$ cat config.mk
export PLATFORM = sky130hd
export DESIGN_NAME = bt_cmd_filter
export DESIGN_NICKNAME = d
export VERILOG_FILES = /design/src/rtl/bt_cmd_filter.sv
export SDC_FILE = /design/constraint.sdc
export NUM_CORES = 1
export LEC_CHECK = 0
export ABC_AREA = 1
export BUFFER_PORTS_ARGS = -buffer_cell sky130_fd_sc_hd__buf_2
export CAP_MARGIN = 0
export CELL_PAD_IN_SITES_DETAIL_PLACEMENT = 1
export CELL_PAD_IN_SITES_GLOBAL_PLACEMENT = 1
export CORE_UTILIZATION = 49
export CTS_CLUSTER_DIAMETER = 80
export DETAILED_ROUTE_END_ITERATION = 8
export PLACE_DENSITY_LB_ADDON = 0.1
export SYNTH_ARGS = -nofsm -noshare
export SYNTH_HDL_FRONTEND = slang
export SYNTH_SLANG_ARGS = --single-unit
$ cat constraint.sdc
create_clock -name clk -period 2.3 [get_ports clk]
set_input_delay 0 -clock clk [delete_from_list [all_inputs] [get_ports clk]]
set_output_delay 0 -clock clk [all_outputs]
set_load 0.03 [all_outputs]
$ cat src/rtl/bt_cmd_filter.sv
// Command qualifier for the Bluetooth UART receiver outputs.
// The receiver updates choice/dir one frame bit at a time, so the combined
// code passes through intermediate values mid-frame. A code is accepted only
// after it has been stable for STABLE_CYC cycles. Accepting a nonzero code
// issues a one-cycle command strobe, and accepting zero issues a release
// strobe. Movement commands (choice 011 or 100) auto-repeat every REPEAT_CYC
// cycles while they remain accepted.
module bt_cmd_filter #(
    parameter int STABLE_CYC = 20834,
    parameter int REPEAT_CYC = 25000000
) (
    input  logic       clk,
    input  logic       rst_n,
    input  logic [2:0] choice,
    input  logic [1:0] dir,
    output logic       cmd_valid,
    output logic [2:0] cmd_choice,
    output logic [1:0] cmd_dir,
    output logic       cmd_repeat,
    output logic       cmd_release,
    output logic       active
);

    localparam logic [15:0] STAB_MAX = 16'(STABLE_CYC - 1);
    localparam logic [24:0] REP_MAX  = 25'(REPEAT_CYC - 1);

    logic [4:0]  code_in;
    logic [4:0]  cand;
    logic [4:0]  acc;
    logic [15:0] stab_cnt;
    logic [24:0] rep_cnt;
    logic        accept;
    logic        is_move;
    logic        rep_wrap;

    // Accept and repeat-wrap decode. When both occur on the same edge,
    // the accept takes precedence wherever the two are combined below.
    always_comb begin
        code_in  = {choice, dir};
        accept   = (code_in == cand) && (stab_cnt == STAB_MAX) && (cand != acc);
        is_move  = (acc[4:2] == 3'b011) || (acc[4:2] == 3'b100);
        rep_wrap = is_move && (rep_cnt == REP_MAX);
    end

    // Candidate tracking. Any change restarts the stability count, and the
    // count saturates so that a long-held code never wraps back to zero.
    always_ff @(posedge clk or negedge rst_n) begin
        if (!rst_n) begin
            cand     <= 5'd0;
            stab_cnt <= 16'd0;
        end else if (code_in != cand) begin
            cand     <= code_in;
            stab_cnt <= 16'd0;
        end else if (stab_cnt != STAB_MAX) begin
            stab_cnt <= stab_cnt + 16'd1;
        end
    end

    // Accepted code and repeat timer. The timer runs only for movement codes
    // and restarts whenever a new code is accepted.
    always_ff @(posedge clk or negedge rst_n) begin
        if (!rst_n) begin
            acc     <= 5'd0;
            rep_cnt <= 25'd0;
        end else begin
            if (accept) begin
                acc <= cand;
            end
            if (accept || !is_move || rep_wrap) begin
                rep_cnt <= 25'd0;
            end else begin
                rep_cnt <= rep_cnt + 25'd1;
            end
        end
    end

    // Registered strobes. cmd_choice/cmd_dir keep the last issued command
    // between strobes.
    always_ff @(posedge clk or negedge rst_n) begin
        if (!rst_n) begin
            cmd_valid   <= 1'b0;
            cmd_choice  <= 3'd0;
            cmd_dir     <= 2'd0;
            cmd_repeat  <= 1'b0;
            cmd_release <= 1'b0;
            active      <= 1'b0;
        end else begin
            cmd_valid   <= (accept && (cand != 5'd0)) || (!accept && rep_wrap);
            cmd_repeat  <= !accept && rep_wrap;
            cmd_release <= accept && (cand == 5'd0);
            active      <= accept ? (cand != 5'd0) : (acc != 5'd0);
            if (accept && (cand != 5'd0)) begin
                cmd_choice <= cand[4:2];
                cmd_dir    <= cand[1:0];
            end else if (!accept && rep_wrap) begin
                cmd_choice <= acc[4:2];
                cmd_dir    <= acc[1:0];
            end
        end
    end

endmodule

==> run_results.csv, run 1 <==
group,metric,value,unit
logic_synthesis,synth_edf_count,0,
route,detail_route.iter0.violations,157,
clock_tree,clk_pin_slew,0.06,ns
outcome,outcome,"completed",
logic_synthesis,synthCells,451,
logic_synthesis,ys_seq_area_share,44.1,%
worst_setup_path,critical-path-slowest-cell,"sky130_fd_sc_hd__dfrtp_1",
worst_setup_path,crit_path_max_fanout,6,
logic_synthesis,netlist_area,3410,um2
final_layout,fraction_of_final_layout_cells_with_drive_strength_greater_than_1,11.7,%
worst_setup_path,crit_type,"reg -> reg",
worst_setup_path,reg2regPathDepth,9,
logic_synthesis,syn_area_per_cell,7.55,um2
logic_synthesis,synth_nets,461,
sta,fin_hold_ws,0.332,ns
clock_tree,cts_tree,"yes",
worst_setup_path,crit_path_cell_trace,"inv_1 -> ha_1 -> inv_1 -> nor2_1 -> nand4_1 -> nor2_1 -> nand4_1 -> nand3_1 -> nand2_1",
power,power_density,542,nW/um2
sta,fmax,508,MHz
final_layout,fin_nets,484,
grt,grt_antenna_before_repair,0,
grt,grt_pass1_wl,14500,um
clock_tree,h-tree-depth,3,
worst_setup_path,worst-r2r-setup-slack,0.33,ns
clock_tree,number_of_buffers_added_by_the_clock_tree_synthesis_step,9,
floorplanning,die_area,7290,um2
sta,clock-skew-final,0.00879,ns
clock_tree,cts_root_buffer,"sky130_fd_sc_hd__clkbuf_8",
logic_synthesis,post-synth-top-area-fraction,44.1,%
final_layout,post-route-cell-area,3770,um2
clock_tree,cts.path.max_buffers,2,
logic_synthesis,synth.yosys.warnings,0,
power,p_leak,1.78,nW
grt,grt_pass1_vias,3074,
clock_tree,clkLatencyLatePin,0.34,ns
job,cap_violations,0,
logic_synthesis,post_synth_main_area_contributors,"sky130_fd_sc_hd__dfrtp_1, sky130_fd_sc_hd__nand2_1, sky130_fd_sc_hd__nor2_1",
floorplanning,die_height,85.4,um
route,detail_route.drc_violations,0,
worst_setup_path,endpoint_kind,"flop",
sta,report.final.slew_viol_count,0,
placement,gp_congestion,0.831,
grt,grt-ovfl-total,0,
hold_path,hold_path_end,"cand[1]",
sta,timing.final.setup_violations,0,
route,ant_nets,0,
route,via_count,2992,
floorplanning,floorplan.die.width,85.4,um
logic_synthesis,share_of_async_settable_or_async_resettable_flops_after_synthesis,100,%
placement,cell_area_reported_after_detailed_placement,3530,um2
power,worst_ir_drop_vdd,0.281,mV
logic_synthesis,number_of_register_bits_inferred_by_synthesis,60,
worst_setup_path,worst_r2r_startpoint,"stab_cnt[1]",
hold_path,min_path_type,"in -> reg",
sta,timing.max_slew.rel_slack,48.3,%
hold_path,hold_path.startpoint,"dir[1]",
worst_setup_path,cp_data_required_time,2.52,ns
logic_synthesis,synth_area_leader_cell,"sky130_fd_sc_hd__dfrtp_1",
floorplanning,io_pins,16,
placement,dp.final_hpwl,6020,um
hold_path,hold-path-cell-count,2,
route,totalWireLength,8430,um
sta,setup_tns,0,ns
final_layout,diodes,0,
worst_setup_path,cp.arrival,2.20,ns
worst_setup_path,end_of_the_worst_register_to_register_path,"cmd_choice[0]",
floorplanning,floorplan.rows,30,
worst_setup_path,cp-start-kind,"flop",
logic_synthesis,synth_top_flop_cell,"sky130_fd_sc_hd__dfrtp_1",
route,drt-wirelength-per-cell,15.1,um
floorplanning,core-area,6760,um2
sta,worst_pin_slew,0.775,ns
final_layout,area_growth_from_synthesis_to_layout,10.7,%
placement,io_buffers,15,
worst_setup_path,cp_slowest_stage_delay,0.42,ns
sta,layout_worst_path_cycle_share,85.7,%
grt,grt_start_max_net_pins,61,
floorplanning,start_util,50.4,%
sta,grt_setup_unrepaired,"no",
clock_tree,clock-sinks,60,
sta,post_layout_minimum_cycle_time,1.97,ns
grt,grt_util_all_layers,25.4,%
route,detailed_routing_iterations_pass_1,4,
logic_synthesis,post_synth_num_cell_types,33,
route,detail_route.vias_per_cell,5.35,
sta,hold_violations,0,
==> logic make-up after synthesis <==
group	count (synthesis)	share of synthesized area, %
AO/OA/AOI/OAI	29	4.52
adder cells (fa/ha/maj)	3	1.10
flip-flops	60	44.1
XOR/XNOR	16	4.11
buffers and inverters	71	8.63
AND/OR/NAND/NOR	272	37.5
==> per-stage QoR <==
stage / total power, mW / instances / utilization (%) / worst slack [ns]
floorplan: 1.13 / 451 / - / 0.713
global placement: 1.16 / 537 / 52.2 / 0.462
detailed placement: 1.17 / 537 / 52.2 / 0.380
CTS: 2.06 / 559 / 55.8 / 0.364
global route: 2.11 / 559 / 55.8 / 0.204
finish: 2.04 / 559 / 55.8 / 0.330
==> worst max path at each step <==
stage	from	endpoint	slack, ns	cells past startpoint
2_1_floorplan	rep_cnt[0]	cmd_choice[0]	0.71	12
3_3_place_gp	stab_cnt[1]	cmd_choice[0]	0.46	9
3_5_place_dp	stab_cnt[1]	cmd_choice[0]	0.38	9
4_1_cts	rep_cnt[0]	cmd_choice[0]	0.36	12
5_1_grt	rep_cnt[0]	cmd_choice[0]	0.20	12
6_report	stab_cnt[1]	cmd_choice[0]	0.33	9
==> layer usage <==
layer | routed length, um | global-route usage (%) | up-vias
li1 | - | - | 1483
met1 | 4270 | 35.1 | 1471
met2 | 3880 | 41.1 | 32
met3 | 231 | 5.74 | 6
met4 | 51 | 5.61 | 0
met5 | 0 | 0 | -
==> cell usage after synthesis (2+ instances only) <==
cell and n:
sky130_fd_sc_hd__inv_1 53, sky130_fd_sc_hd__nand3_1 26, sky130_fd_sc_hd__dfrtp_1 60, sky130_fd_sc_hd__nor2_4 3
sky130_fd_sc_hd__inv_2 7, sky130_fd_sc_hd__clkbuf_1 6, sky130_fd_sc_hd__xnor2_1 6, sky130_fd_sc_hd__nor2_2 3
sky130_fd_sc_hd__nor4_1 2, sky130_fd_sc_hd__nand2_2 6, sky130_fd_sc_hd__ha_1 3, sky130_fd_sc_hd__buf_6 3
sky130_fd_sc_hd__nand3_4 3, sky130_fd_sc_hd__nor3_1 23, sky130_fd_sc_hd__nor2_1 77, sky130_fd_sc_hd__o21a_1 2
sky130_fd_sc_hd__xor2_1 10, sky130_fd_sc_hd__nand2_1 100, sky130_fd_sc_hd__and3_1 2, sky130_fd_sc_hd__a21oi_1 15
sky130_fd_sc_hd__o21ai_0 9, sky130_fd_sc_hd__nand4_1 19, sky130_fd_sc_hd__nor3b_1 3
==> sequential cells by signal, summed over array words and instances, names as in the netlist <==
register     flops
cand             5
cmd_choice       3
acc              5
rep_cnt         25
cmd_repeat       1
cmd_release      1
cmd_dir          2
active           1
stab_cnt        16
cmd_valid        1
==> critical path, delay by kind of cell, from the launching register on <==
kind	cells	cell delay, ns
simple gates	6	1.14
flops	1	0.42
fa+ha+maj	1	0.18
buf+inv	2	0.13
==> timing repair <==
| item | CTS | global route |
|---|---|---|
| hold buffers | 6 | 0 |
| resized for setup | 0 | 0 |
| endpoints found under the hold margin | 65 | 0 |
| buffers inserted | 0 | 0 |
==> cell usage in the layout (no fill, tap or decap), types with 6 or more instances in the layout <==
cell,netlist,layout
sky130_fd_sc_hd__nand2_2,6,6
sky130_fd_sc_hd__nand4_1,19,19
sky130_fd_sc_hd__nand3_1,26,26
sky130_fd_sc_hd__xor2_1,10,10
sky130_fd_sc_hd__buf_2,1,15
sky130_fd_sc_hd__inv_1,53,53
sky130_fd_sc_hd__clkbuf_8,0,12
sky130_fd_sc_hd__dfrtp_1,60,60
sky130_fd_sc_hd__nand2_1,100,100
sky130_fd_sc_hd__nor3_1,23,23
sky130_fd_sc_hd__inv_2,7,7
sky130_fd_sc_hd__o21ai_0,9,9
sky130_fd_sc_hd__nor2_1,77,77
sky130_fd_sc_hd__dlygate4sd3_1,0,6
sky130_fd_sc_hd__xnor2_1,6,6
sky130_fd_sc_hd__a21oi_1,15,15
==> report_power, final <==
group / switching [mW] / total (mW) / internal, mW
sequential: 0.00862 / 1.07 / 1.06
combinational: 0.0590 / 0.0857 / 0.0268
clock: 0.407 / 0.887 / 0.480
total: 0.475 / 2.04 / 1.57
==> cell type report <==
cell class / count / area, um2
repair buffers: 23 / 150
flip-flops and latches: 60 / 1500
inverters: 60 / 225
clock inverters: 1 / 5.00
well taps: 80 / 100
fillers: 876 / 2990
clock buffers: 15 / 176
multi-input cells: 320 / 1610
(Power assumes the default switching activity.)
==> inputs of run 2 (changes only) <==
GPL_TIMING_DRIVEN = 0   (was default)
==> run 2 against run 1 <==
Die area is the same. Fmax up 1.9%. First-iteration DRC count is 4.5% lower. Critical path depth up 1. Utilization increased by 2.1 points. Critical endpoint is now rep_cnt[22]. Highest routed layer unchanged.
==> run_results.csv, run 2 (synthesis results as in run 1) <==
group,metric,value,unit
final_layout,fraction_of_final_layout_cells_with_drive_strength_greater_than_1,12.7,%
final_layout,nFillCells,876,
worst_setup_path,cp_data_required_time,2.53,ns
final_layout,footprint_of_the_multi_input_gates,1610,um2
route,totalWireLength,8660,um
power,power_density,622,nW/um2
final_layout,diodes,0,
clock_tree,cts.path.max_buffers,2,
sta,post_layout_minimum_cycle_time,1.93,ns
final_layout,final_common_cell,"sky130_fd_sc_hd__nand2_1",
clock_tree,clk_pin_slew,0.08,ns
worst_setup_path,end_of_the_worst_register_to_register_path,"rep_cnt[22]",
power,post-layout-total-power,2.43,mW
final_layout,largest-register,"rep_cnt",
sta,report.final.slew_viol_count,0,
sta,layout_worst_path_cycle_share,84.1,%
final_layout,fin_nets,493,
sta,hold_violations,0,
floorplanning,floorplan.die.width,85.4,um
sta,timing.final.setup_violations,0,
power,worst_ir_drop_vdd,0.334,mV
worst_setup_path,crit_type,"reg -> reg",
final_layout,layout.core_utilization,57.9,%
floorplanning,start_util,50.4,%
clock_tree,cts.repair_timing.setup_buffer_count,0,
worst_setup_path,cp.arrival,2.17,ns
hold_path,min_path_type,"in -> async",
route,ant_nets,0,
grt,grt_pass1_vias,3141,
sta,worst_pin_slew,0.782,ns
sta,clock-skew-final,0.0109,ns
grt,grt_util_all_layers,26.6,%
power,p_leak,1.85,nW
grt,grt_start_max_net_pins,61,
placement,io_buffers,15,
worst_setup_path,endpoint_kind,"flop",
placement,gp_congestion,0.822,
final_layout,top_regs,"rep_cnt x25, stab_cnt x16",
grt,grt-ovfl-total,0,
final_layout,area_growth_from_synthesis_to_layout,14.9,%
worst_setup_path,reg2regPathDepth,10,
worst_setup_path,crit_path_max_fanout,10,
clock_tree,cts_root_buffer,"sky130_fd_sc_hd__clkbuf_8",
clock_tree,clkLatencyLatePin,0.35,ns
route,detail_route.iter0.violations,150,
worst_setup_path,worst_r2r_startpoint,"stab_cnt[1]",
floorplanning,die_height,85.4,um
clock_tree,cts_tree,"yes",
grt,grt_pass1_wl,15100,um
floorplanning,core-area,6760,um2
clock_tree,number_of_buffers_added_by_the_clock_tree_synthesis_step,9,
sta,timing.max_slew.rel_slack,47.8,%
final_layout,area.sequential,1500,um2
clock_tree,clock-sinks,60,
placement,dp.final_hpwl,6110,um
sta,fin_hold_ws,0.279,ns
outcome,outcome,"completed",
route,detail_route.drc_violations,0,
route,drt-wirelength-per-cell,15.2,um
job,cap_violations,0,
final_layout,most-common-layout-cells,"sky130_fd_sc_hd__nand2_1, sky130_fd_sc_hd__nor2_1, sky130_fd_sc_hd__dfrtp_1",
sta,fmax,517,MHz
worst_setup_path,cp-start-kind,"flop",
worst_setup_path,worst-r2r-setup-slack,0.37,ns
floorplanning,die_area,7290,um2
sta,grt_setup_unrepaired,"no",
final_layout,flip_flop_count_of_the_largest_register_after_layout,25,
floorplanning,io_pins,16,
route,via_count,3030,
clock_tree,h-tree-depth,3,
route,detailed_routing_iterations_pass_1,4,
floorplanning,floorplan.rows,30,
sta,setup_tns,0,ns
route,detail_route.vias_per_cell,5.33,
grt,grt_antenna_before_repair,0,
==> run 2: report_power, final <==
part	internal, mW	switching, mW
logic	0.0291	0.0610
clock network	0.839	0.435
registers	1.06	0.00879
total	1.93	0.505
==> run 2: worst max-delay path, stage by stage, from the launching register on <==
cell,delay (ns)
sky130_fd_sc_hd__dfrtp_1,0.41
sky130_fd_sc_hd__inv_1,0.07
sky130_fd_sc_hd__ha_1,0.19
sky130_fd_sc_hd__nand2_1,0.07
sky130_fd_sc_hd__nor2_1,0.12
sky130_fd_sc_hd__nand2_1,0.06
sky130_fd_sc_hd__nor2_1,0.36
sky130_fd_sc_hd__nand3_4,0.15
sky130_fd_sc_hd__nand3_4,0.15
sky130_fd_sc_hd__buf_6,0.17
sky130_fd_sc_hd__nor2_1,0.05
==> run 2: worst max path at each step <==
stage,from,slack [ns],endpoint
final,stab_cnt[1],0.37,rep_cnt[22]
after global routing,stab_cnt[1],0.17,rep_cnt[22]
after CTS,stab_cnt[1],0.35,rep_cnt[24]
after detailed placement,stab_cnt[1],0.39,rep_cnt[22]
after global placement,rep_cnt[0],0.43,cmd_dir[1]
after floorplan,rep_cnt[0],0.71,cmd_choice[0]
==> run 2: repair_timing <==
item	CTS	global route
hold endpoints to repair	5	60
resized for setup	0	0
setup endpoints to repair	0	0
hold buffers	5	1
==> run 2: area by class of cell <==
| cell class | count | area share (%) |
|---|---|---|
| multi-input cells | 320 | 41.2 |
| flip-flops and latches | 60 | 38.4 |
| inverters | 60 | 5.76 |
| clock buffers | 13 | 4.57 |
| repair buffers | 21 | 3.52 |
| well taps | 80 | 2.56 |
| clock inverters | 3 | 2.30 |
| plain buffers | 11 | 1.76 |
==> run 2: through the flow <==
| step | cells | setup WS [ns] | area, um2 |
|---|---|---|---|
| finish | 568 | 0.366 | 3910 |
| global route | 568 | 0.170 | 3910 |
| CTS | 567 | 0.353 | 3900 |
| detailed placement | 546 | 0.389 | 3580 |
| global placement | 546 | 0.434 | 3580 |
| floorplan | 451 | 0.713 | 3410 |
==> run 2: metal layers <==
layer	part of all wire (%)	GRT usage [%]	vias to the layer above
li1	-	-	1497
met1	50	37.2	1480
met2	45	41.9	41
met3	3.0	4.18	12
met4	1.7	9.85	0
met5	0	0	-
==> inputs of run 3 (changes only) <==
CORE_UTILIZATION = 46   (was 49)
clock period = 1.8 ns   (was 2.3 ns; I/O delays follow)
==> run 3 against run 2 <==
Global-route usage fell by 1.3 points. Sequential cell count is the same. Power rose by 19%. Sequential power grew 28%. Via count is 4.9% higher. Clock skew fell by 0.00056 ns. Utilization rose by 0.63 points. Highest routed layer unchanged. Critical endpoint is now rep_cnt[24]. Design area up 7.9%. Non-clock buffer count rose by 15.
==> run_results.csv, run 3 (synthesis results as in run 1) <==
group,metric,value,unit
job,cap_violations,0,
worst_setup_path,critical-path-slowest-cell,"sky130_fd_sc_hd__dfrtp_1",
worst_setup_path,cp.arrival,1.98,ns
worst_setup_path,end_of_the_worst_register_to_register_path,"rep_cnt[24]",
placement,place_worst_setup_slack,-0.135,ns
final_layout,most-common-layout-cells,"sky130_fd_sc_hd__nand2_1, sky130_fd_sc_hd__nor2_1, sky130_fd_sc_hd__dfrtp_1",
worst_setup_path,path_length_in_cells_of_the_critical_path,9,
clock_tree,clk_pin_slew,0.08,ns
final_layout,final_common_cell,"sky130_fd_sc_hd__nand2_1",
sta,post_layout_minimum_cycle_time,1.75,ns
clock_tree,clkLatencyLatePin,0.34,ns
worst_setup_path,cp_data_required_time,2.03,ns
worst_setup_path,critical_path.top_delay_family,"simple AND/OR/NAND/NOR gates",
worst_setup_path,crit_path_max_fanout,8,
worst_setup_path,reg2regPathDepth,9,
sta,setup_tns,0,ns
clock_tree,clock-sinks,60,
route,ant_nets,0,
final_layout,finalNonFillerCells,602,
final_layout,fraction_of_final_layout_cells_with_drive_strength_greater_than_1,22.3,%
sta,clock-skew-final,0.0103,ns
worst_setup_path,crit_path_cell_trace,"ha_2 -> nand2_2 -> nor2_4 -> nand4_1 -> nor2_1 -> nand2_2 -> nand3_4 -> clkbuf_16 -> nor2_1",
power,part_of_the_power_in_registers,47.3,%
route,totalWireLength,9330,um
grt,grt_antenna_before_repair,0,
grt,grt_start_max_net_pins,36,
route,detail_route.vias_per_cell,5.28,
sta,grt_setup_unrepaired,"yes",
final_layout,diodes,0,
floorplanning,die_height,88.0,um
worst_setup_path,endpoint_kind,"flop",
floorplanning,floorplan.die.width,88.0,um
grt,grt_pass1_vias,3106,
power,internal-power,2.19,mW
route,via_count,3178,
final_layout,layout.core_utilization,58.5,%
floorplanning,core-area,7210,um2
outcome,outcome,"completed",
sta,final.setup.worst_slack,0.0515,ns
sta,timing.max_slew.rel_slack,58.6,%
worst_setup_path,worst-r2r-setup-slack,0.05,ns
sta,report.final.slew_viol_count,0,
worst_setup_path,cp_slowest_stage_delay,0.37,ns
clock_tree,cts_root_buffer,"sky130_fd_sc_hd__clkbuf_8",
power,power_switching_share,24.4,%
grt,grt-ovfl-total,0,
final_layout,top_regs,"rep_cnt x25, stab_cnt x16",
power,post-layout-total-power,2.89,mW
placement,gp_congestion,0.832,
route,detail_route.drc_violations,0,
final_layout,fin_nets,508,
grt,grt_pass1_wl,15000,um
placement,dpl.cell_count,566,
final_layout,area_growth_from_synthesis_to_layout,24.0,%
sta,timing.final.setup_violations,0,
worst_setup_path,worst_r2r_startpoint,"rep_cnt[0]",
floorplanning,floorplan.rows,31,
worst_setup_path,crit_buf_inv,1,
route,drt-wirelength-per-cell,15.5,um
power,clkPwrFrac,48.3,%
sta,layout_worst_path_cycle_share,97.1,%
placement,dp.final_hpwl,6460,um
grt,grt_util_all_layers,25.3,%
placement,io_buffers,15,
floorplanning,io_pins,16,
floorplanning,start_util,47.2,%
final_layout,nFillCells,916,
clock_tree,cts.path.max_buffers,2,
route,detailed_routing_iterations_pass_1,5,
sta,worst_pin_slew,0.621,ns
sta,hold_violations,0,
worst_setup_path,crit_type,"reg -> reg",
power,power_density,684,nW/um2
final_layout,largest-register,"rep_cnt",
power,p_leak,1.94,nW
worst_setup_path,cp-start-kind,"flop",
clock_tree,h-tree-depth,3,
route,detail_route.iter0.violations,143,
power,worst_ir_drop_vdd,0.570,mV
clock_tree,cts_tree,"yes",
power,power.net_switching,0.704,mW
final_layout,flip_flop_count_of_the_largest_register_after_layout,25,
power,pwr-share-comb,4.4,%
sta,fmax,572,MHz
floorplanning,die_area,7750,um2
hold_path,min_path_type,"in -> async",
clock_tree,number_of_buffers_added_by_the_clock_tree_synthesis_step,9,
-- run 3: stage by stage --
stage	instance area [um2]	hold WS [ns]
detailed placement	3620	0.0451
global route	4220	0.258
floorplan	3410	-0.296
CTS	3960	0.224
global placement	3600	0.208
finish	4220	0.209
-- run 3: layer usage --
| layer | wire length [um] | vias to the layer above | GRT usage, % | part of all wire, % |
|---|---|---|---|---|
| li1 | - | 1539 | - | - |
| met1 | 4420 | 1586 | 35.0 | 47 |
| met2 | 4510 | 45 | 40.5 | 48 |
| met3 | 270 | 8 | 5.94 | 2.9 |
| met4 | 126 | 0 | 5.57 | 1.4 |
| met5 | 0 | - | 0 | 0 |
-- run 3: worst register-to-register path, cell delays in order, from the launching register on --
cell                        delay [ns]
sky130_fd_sc_hd__dfrtp_1          0.37
sky130_fd_sc_hd__ha_2             0.20
sky130_fd_sc_hd__nand2_2          0.07
sky130_fd_sc_hd__nor2_4           0.16
sky130_fd_sc_hd__nand4_1          0.14
sky130_fd_sc_hd__nor2_1           0.15
sky130_fd_sc_hd__nand2_2          0.11
sky130_fd_sc_hd__nand3_4          0.20
sky130_fd_sc_hd__clkbuf_16        0.20
sky130_fd_sc_hd__nor2_1           0.04
-- run 3: worst max path at each step --
stage | startpoint | end | slack (ns)
after CTS | rep_cnt[1] | cmd_dir[1] | 0.003
final | rep_cnt[0] | rep_cnt[24] | 0.05
after global placement | rep_cnt[0] | cmd_choice[0] | -0.08
after global routing | rep_cnt[0] | rep_cnt[24] | -0.06
after detailed placement | rep_cnt[0] | cmd_dir[1] | -0.14
after floorplan | rep_cnt[0] | cmd_choice[0] | 0.21
-- run 3: power groups by stage --
| stage | logic (mW) | clock network [mW] | registers, mW |
|---|---|---|---|
| after global routing | 0.143 | 1.47 | 1.37 |
| after global placement | 0.103 | 0 | 1.39 |
| after detailed placement | 0.111 | 0 | 1.39 |
| final | 0.128 | 1.40 | 1.37 |
| after CTS | 0.122 | 1.42 | 1.36 |
| after floorplan | 0.0572 | 0 | 1.39 |
-- run 3: final cells by class --
class	instances	area [um2]	share of cell area [%]
multi-input combinational	320	1760	41.7
timing repair buffer	36	303	7.17
clock inverter	7	101	2.40
buffer	11	76.3	1.81
sequential	60	1510	35.7
tap	99	124	2.93
clock buffer	9	124	2.93
inverter	60	225	5.33
-- run 3: timing repair --
| item | CTS | global route |
|---|---|---|
| gates resized for setup | 7 | 43 |
| setup endpoints to repair | 28 | 31 |
| hold buffers | 6 | 0 |
| pin swaps | 2 | 14 |
| endpoints found under the hold margin | 30 | 0 |
| setup buffers | 3 | 9 |
| gates cloned | 0 | 2 |
